## config.mk

```make
export PLATFORM = sky130hd
export DESIGN_NAME = sc_mux21_arbiter
export DESIGN_NICKNAME = d
export VERILOG_FILES = /design/src/rtl/sc_mux21_arbiter.sv
export SDC_FILE = /design/constraint.sdc
export NUM_CORES = 1
export LEC_CHECK = 0
export ABC_CLOCK_PERIOD_IN_PS = 4320
export CAP_MARGIN = 20
export CELL_PAD_IN_SITES_DETAIL_PLACEMENT = 0
export CELL_PAD_IN_SITES_GLOBAL_PLACEMENT = 2
export CORE_MARGIN = 2
export CORE_UTILIZATION = 27
export CTS_CLUSTER_DIAMETER = 100
export DETAILED_ROUTE_END_ITERATION = 10
export GPL_TIMING_DRIVEN = 0
export PLACE_DENSITY_LB_ADDON = 0.25
export SLEW_MARGIN = 20
export SYNTH_ARGS = -nofsm -noshare
export SYNTH_HDL_FRONTEND = slang
export SYNTH_SLANG_ARGS = --single-unit
```

## constraint.sdc

```tcl
create_clock -name SC_MUXARB21_CLOCK_50 -period 4.32 [get_ports SC_MUXARB21_CLOCK_50]
set_clock_uncertainty 0.2 [all_clocks]
set_input_delay 0.648 -clock SC_MUXARB21_CLOCK_50 [delete_from_list [all_inputs] [get_ports SC_MUXARB21_CLOCK_50]]
set_output_delay 0.648 -clock SC_MUXARB21_CLOCK_50 [all_outputs]
set_load 0.03 [all_outputs]
```

## src/rtl/sc_mux21_arbiter.sv

```systemverilog
// -----------------------------------------------------------------------------
// sc_mux21_arbiter
// Round-robin arbiter sharing one 2:1 data mux between two valid/ready/last
// burst requesters, feeding a single registered output stage. Each grant is
// capped at MAX_BURST beats and costs one IDLE arbitration cycle.
//
// Ports
//   SC_MUXARB21_CLOCK_50          in   clock, rising edge
//   SC_MUXARB21_RESET_InLow       in   synchronous active-low reset
//   SC_MUXARB21_req{0,1}Valid_In  in   requester beat valid
//   SC_MUXARB21_req{0,1}Data_InBUS in  requester data
//   SC_MUXARB21_req{0,1}Last_In   in   requester final beat of burst
//   SC_MUXARB21_req{0,1}Ready_Out out  requester beat accepted (combinational)
//   SC_MUXARB21_outValid_Out      out  output beat valid (registered)
//   SC_MUXARB21_outData_OutBUS    out  output data (registered)
//   SC_MUXARB21_outLast_Out       out  output last flag (registered)
//   SC_MUXARB21_outReady_In       in   downstream ready
//   SC_MUXARB21_select_Out        out  mux select, 0 = req0, 1 = req1
//   SC_MUXARB21_busy_Out          out  high while a grant is active
// -----------------------------------------------------------------------------
module sc_mux21_arbiter #(
    parameter int unsigned NUMBER_DATAWIDTH = 8,
    parameter int unsigned MAX_BURST        = 4
) (
    input  logic                        SC_MUXARB21_CLOCK_50,
    input  logic                        SC_MUXARB21_RESET_InLow,
    input  logic                        SC_MUXARB21_req0Valid_In,
    input  logic [NUMBER_DATAWIDTH-1:0] SC_MUXARB21_req0Data_InBUS,
    input  logic                        SC_MUXARB21_req0Last_In,
    output logic                        SC_MUXARB21_req0Ready_Out,
    input  logic                        SC_MUXARB21_req1Valid_In,
    input  logic [NUMBER_DATAWIDTH-1:0] SC_MUXARB21_req1Data_InBUS,
    input  logic                        SC_MUXARB21_req1Last_In,
    output logic                        SC_MUXARB21_req1Ready_Out,
    output logic                        SC_MUXARB21_outValid_Out,
    output logic [NUMBER_DATAWIDTH-1:0] SC_MUXARB21_outData_OutBUS,
    output logic                        SC_MUXARB21_outLast_Out,
    input  logic                        SC_MUXARB21_outReady_In,
    output logic                        SC_MUXARB21_select_Out,
    output logic                        SC_MUXARB21_busy_Out
);

    localparam int unsigned CNT_W = $clog2(MAX_BURST + 1);

    typedef enum logic [1:0] {
        ST_IDLE   = 2'd0,
        ST_GRANT0 = 2'd1,
        ST_GRANT1 = 2'd2
    } state_t;

    // Registered state
    state_t                      r_state;
    logic [CNT_W-1:0]            r_cnt;
    logic                        r_ptr;
    logic                        r_sel;
    logic                        r_out_valid;
    logic [NUMBER_DATAWIDTH-1:0] r_out_data;
    logic                        r_out_last;
    logic                        r_busy;

    // Next-state and combinational signals
    state_t                      w_state_nxt;
    logic [CNT_W-1:0]            w_cnt_nxt;
    logic                        w_ptr_nxt;
    logic                        w_sel_nxt;
    logic                        w_out_valid_nxt;
    logic [NUMBER_DATAWIDTH-1:0] w_out_data_nxt;
    logic                        w_out_last_nxt;
    logic                        w_rdy0;
    logic                        w_rdy1;
    logic                        w_xfer;
    logic                        w_stage_free;
    logic [NUMBER_DATAWIDTH-1:0] w_mux_data;
    logic                        w_mux_last;
    logic [CNT_W-1:0]            w_cnt_inc;
    logic                        w_cap;

    // Shared 2:1 data path, steered by the registered select
    assign w_mux_data   = r_sel ? SC_MUXARB21_req1Data_InBUS : SC_MUXARB21_req0Data_InBUS;
    assign w_mux_last   = r_sel ? SC_MUXARB21_req1Last_In    : SC_MUXARB21_req0Last_In;

    // Output register can take a beat when empty or draining this cycle
    assign w_stage_free = ~r_out_valid | SC_MUXARB21_outReady_In;

    // Counter never exceeds MAX_BURST within a grant, so CNT_W bits suffice
    assign w_cnt_inc    = r_cnt + CNT_W'(1);
    assign w_cap        = (32'(w_cnt_inc) == MAX_BURST);

    // Next-state, handshake and output-stage logic
    always_comb begin
        w_state_nxt     = r_state;
        w_cnt_nxt       = r_cnt;
        w_ptr_nxt       = r_ptr;
        w_sel_nxt       = r_sel;
        w_out_valid_nxt = r_out_valid;
        w_out_data_nxt  = r_out_data;
        w_out_last_nxt  = r_out_last;
        w_rdy0          = 1'b0;
        w_rdy1          = 1'b0;
        w_xfer          = 1'b0;

        case (r_state)
            ST_IDLE: begin
                // Lone requester wins; on contention the pointer decides
                if (SC_MUXARB21_req0Valid_In && (!SC_MUXARB21_req1Valid_In || !r_ptr)) begin
                    w_state_nxt = ST_GRANT0;
                    w_sel_nxt   = 1'b0;
                    w_cnt_nxt   = '0;
                end else if (SC_MUXARB21_req1Valid_In) begin
                    w_state_nxt = ST_GRANT1;
                    w_sel_nxt   = 1'b1;
                    w_cnt_nxt   = '0;
                end
            end
            ST_GRANT0: begin
                w_rdy0 = w_stage_free;
                w_xfer = SC_MUXARB21_req0Valid_In & w_stage_free;
            end
            ST_GRANT1: begin
                w_rdy1 = w_stage_free;
                w_xfer = SC_MUXARB21_req1Valid_In & w_stage_free;
            end
            default: begin
                w_state_nxt = ST_IDLE;
            end
        endcase

        if (w_xfer) begin
            w_out_valid_nxt = 1'b1;
            w_out_data_nxt  = w_mux_data;
            w_out_last_nxt  = w_mux_last;
            w_cnt_nxt       = w_cnt_inc;
            // Grant ends on the burst's last beat or when the cap is hit
            if (w_mux_last || w_cap) begin
                w_state_nxt = ST_IDLE;
                w_cnt_nxt   = '0;
                w_ptr_nxt   = (r_state == ST_GRANT0);
            end
        end else if (r_out_valid && SC_MUXARB21_outReady_In) begin
            w_out_valid_nxt = 1'b0;
        end
    end

    // State and output registers
    always_ff @(posedge SC_MUXARB21_CLOCK_50) begin
        if (!SC_MUXARB21_RESET_InLow) begin
            r_state     <= ST_IDLE;
            r_cnt       <= '0;
            r_ptr       <= 1'b0;
            r_sel       <= 1'b0;
            r_out_valid <= 1'b0;
            r_out_data  <= '0;
            r_out_last  <= 1'b0;
            r_busy      <= 1'b0;
        end else begin
            r_state     <= w_state_nxt;
            r_cnt       <= w_cnt_nxt;
            r_ptr       <= w_ptr_nxt;
            r_sel       <= w_sel_nxt;
            r_out_valid <= w_out_valid_nxt;
            r_out_data  <= w_out_data_nxt;
            r_out_last  <= w_out_last_nxt;
            r_busy      <= (w_state_nxt != ST_IDLE);
        end
    end

    assign SC_MUXARB21_req0Ready_Out  = w_rdy0;
    assign SC_MUXARB21_req1Ready_Out  = w_rdy1;
    assign SC_MUXARB21_outValid_Out   = r_out_valid;
    assign SC_MUXARB21_outData_OutBUS = r_out_data;
    assign SC_MUXARB21_outLast_Out    = r_out_last;
    assign SC_MUXARB21_select_Out     = r_sel;
    assign SC_MUXARB21_busy_Out       = r_busy;

endmodule
```

==> run metrics <==
drc violations 0; n_diodes 0; Top-Level Pins 37; Crit. End Element output pin; R2R Path Start r_state[0]$_SDFF_PN0_; layout cells sized above 1 10.4%; yosys warns 0; initial antenna violation count 0; Final Power 493 uW; top-count cell post-synth dfxtp_1; post-route ant nets 0; Clock Pin Slew Worst Setup and Hold Paths 0.10 ns; max-slew violations 0; Max IR drop VDD 0.163 mV; r2r setup slk 2.38 ns; CP max FO 5; port buffer count 36; starting density of the core 28.2%; Syn Area/Cell 10.0 um^2; Site Rows 21; met3 routed WL 153 um; DR vias 824; Crit path buffers/inverters 2; Tmin final 2.97 ns; grt total ovfl 0; crit-path most repeated cell clkdlybuf4s50_1; HP Class register to register; clk buf depth 2; hold depth 1; NumNets Final 163; CTS sink count 18; CP max-delay cell clkdlybuf4s50_1; maxcap violations 0; H-tree Lvls 1; pwr dens 353 mW/mm^2; die width 63.0 um; Fillers 359; hold_sp SC_MUXARB21_outData_OutBUS[3]$_SDFFE_PN0P_; R2R cell count 6; max incr delay on CP 0.66 ns; drt first pass iters 4; met2 WL 1040 um; Leakage 0.614 nW; Finish-stage setup viols 0; core box area 0.00334 mm^2; vias per inst 4.58; Post-synth top cells dfxtp_1 (18), nand2_1 (11), o211a_1 (9), mux2i_1 (8); Hold Path End SC_MUXARB21_outData_OutBUS[3]$_SDFFE_PN0P_; Post-Syn Nets 122; clk root buf clkbuf_4; die area 0.00397 mm^2; WL final 2170 um; top sig layer met4; Yosys reg bits 18; largest net degree at the start of global routing 11; synthesized area 941 um^2; initial drt markers 37; worst path required time 3.47 ns; post-synth top area share 38.3%; actual slew at the worst max-slew pin 0.501 ns; RSZ-0062 raised after global routing false; Rel. slew slack 66.6%; first-pass GRT wire length 3560 um; Yosys cell types 33; Fin. Hold Viols 0; CTS tree done; Post-DP HPWL 1680 um; Routed WL per cell 12.1 um; Post-Synthesis Cells 94; Resized Gates After CTS 0; startpoint types input pin; area delta synth->final 48.3%; Post-CTS Hold Buffers 0; Crit path max-delay family buffers and inverters; leading area contributor after synthesis dfxtp_1; top post-synthesis cells by area dfxtp_1 (38%), o211a_1 (9.6%), mux2i_1 (8.5%); f_max 337 MHz; routability cong. 0.788; die extent in y 63.0 um; Setup Crit Path Kind input pin to output pin; clk_lat worst skew 0.29 ns; part of the cycle the worst path needs 68.8%; CTS Buf Count 3; top_reg_cell synth dfxtp_1; setup tns final 0 ns; vias in the first global route 793; postcts setup bufs 0; post-synthesis sequential area ratio 38.3%; worst endpoint data arrival time 2.12 ns; CP Cell Sequence clkdlybuf4s50_1 -> nand2b_1 -> and2_1 -> clkdlybuf4s50_1; Post-synth EDFFs 0; met1 wire length 959 um; status completed; Async SR Flop Fraction 0%; Total GRT Usage 11.6%; Worst R2R End SC_MUXARB21_outData_OutBUS[5]$_SDFFE_PN0P_
## logic make-up after synthesis
logic type	share of synthesized area (%)
compound gates	21.5
xor+xnor	0.931
fa+ha+maj	6.65
buf+inv	4.25
flops	38.3
mux	12.5
simple gates	15.8
## per-stage QoR
stage | setup slack, ns | util (%) | instance area (um^2) | instances | hold WS [ns]
after floorplan | 2.33 | - | 941 | 94 | 0.272
after global placement | 1.34 | 40.7 | 1360 | 176 | 0.280
after detailed placement | 1.33 | 40.7 | 1360 | 176 | 0.285
after CTS | 1.33 | 41.8 | 1400 | 180 | 0.310
after global routing | 1.29 | 41.8 | 1400 | 180 | 0.326
final | 1.35 | 41.8 | 1400 | 180 | 0.307
## worst max path at each step
stage	cells past startpoint	slack, ns	start	end
after floorplan	2	2.33	SC_MUXARB21_outReady_In	SC_MUXARB21_req0Ready_Out
after global placement	4	1.34	SC_MUXARB21_outReady_In	SC_MUXARB21_req0Ready_Out
after detailed placement	4	1.33	SC_MUXARB21_outReady_In	SC_MUXARB21_req1Ready_Out
after CTS	4	1.33	SC_MUXARB21_outReady_In	SC_MUXARB21_req1Ready_Out
after global routing	4	1.29	SC_MUXARB21_outReady_In	SC_MUXARB21_req0Ready_Out
final	4	1.35	SC_MUXARB21_outReady_In	SC_MUXARB21_req1Ready_Out
## registers in the layout (all words and copies together) (netlist names)
register                    count
SC_MUXARB21_busy_Out            1
SC_MUXARB21_outData_OutBUS      8
SC_MUXARB21_outLast_Out         1
SC_MUXARB21_outValid_Out        1
SC_MUXARB21_select_Out          1
r_cnt                           3
r_ptr                           1
r_state                         2
## final cells by class
cell class	instances	area [um^2]	area share, %
clock buffers	4	36.3	2.60
repair buffers	36	360	25.8
flip-flops and latches	18	360	25.8
multi-input cells	68	541	38.7
well taps	46	57.6	4.13
plain buffers	4	25.0	1.79
inverters	4	15.0	1.08
## cell usage in the layout (no fill, tap or decap)
master            n
a211oi_2          1
a21boi_0          2
a21boi_1          1
a21oi_1           1
a21oi_4           1
a31oi_1           1
and2_1            2
and3_1            1
buf_2             2
buf_6             1
clkbuf_1          1
clkbuf_4          3
clkbuf_8          1
clkdlybuf4s50_1  36
dfxtp_1          18
ha_1              5
inv_1             4
mux2_2            2
mux2_4            1
mux2i_1           8
nand2_1          11
nand2b_1          1
nand3_1           5
nand3_4           1
nand4b_1          2
nor2_1            3
nor3_1            1
o2111ai_1         1
o211a_1           9
o211ai_1          1
o21a_1            1
o21ai_0           2
o21ai_2           1
o31ai_1           1
or3_1             1
xor2_1            1
## metal layers
layer,up-vias,track usage (%)
met5,-,0
met4,0,4.17
met3,2,5.23
met2,19,18.9
met1,384,13.4
li1,419,-
## power by group
part	internal (mW)	total [mW]	switching, mW
logic	0.0900	0.190	0.0999
registers	0.186	0.198	0.0121
clock network	0.0514	0.105	0.0536
Note: power is estimated with default switching activity, not from simulation.
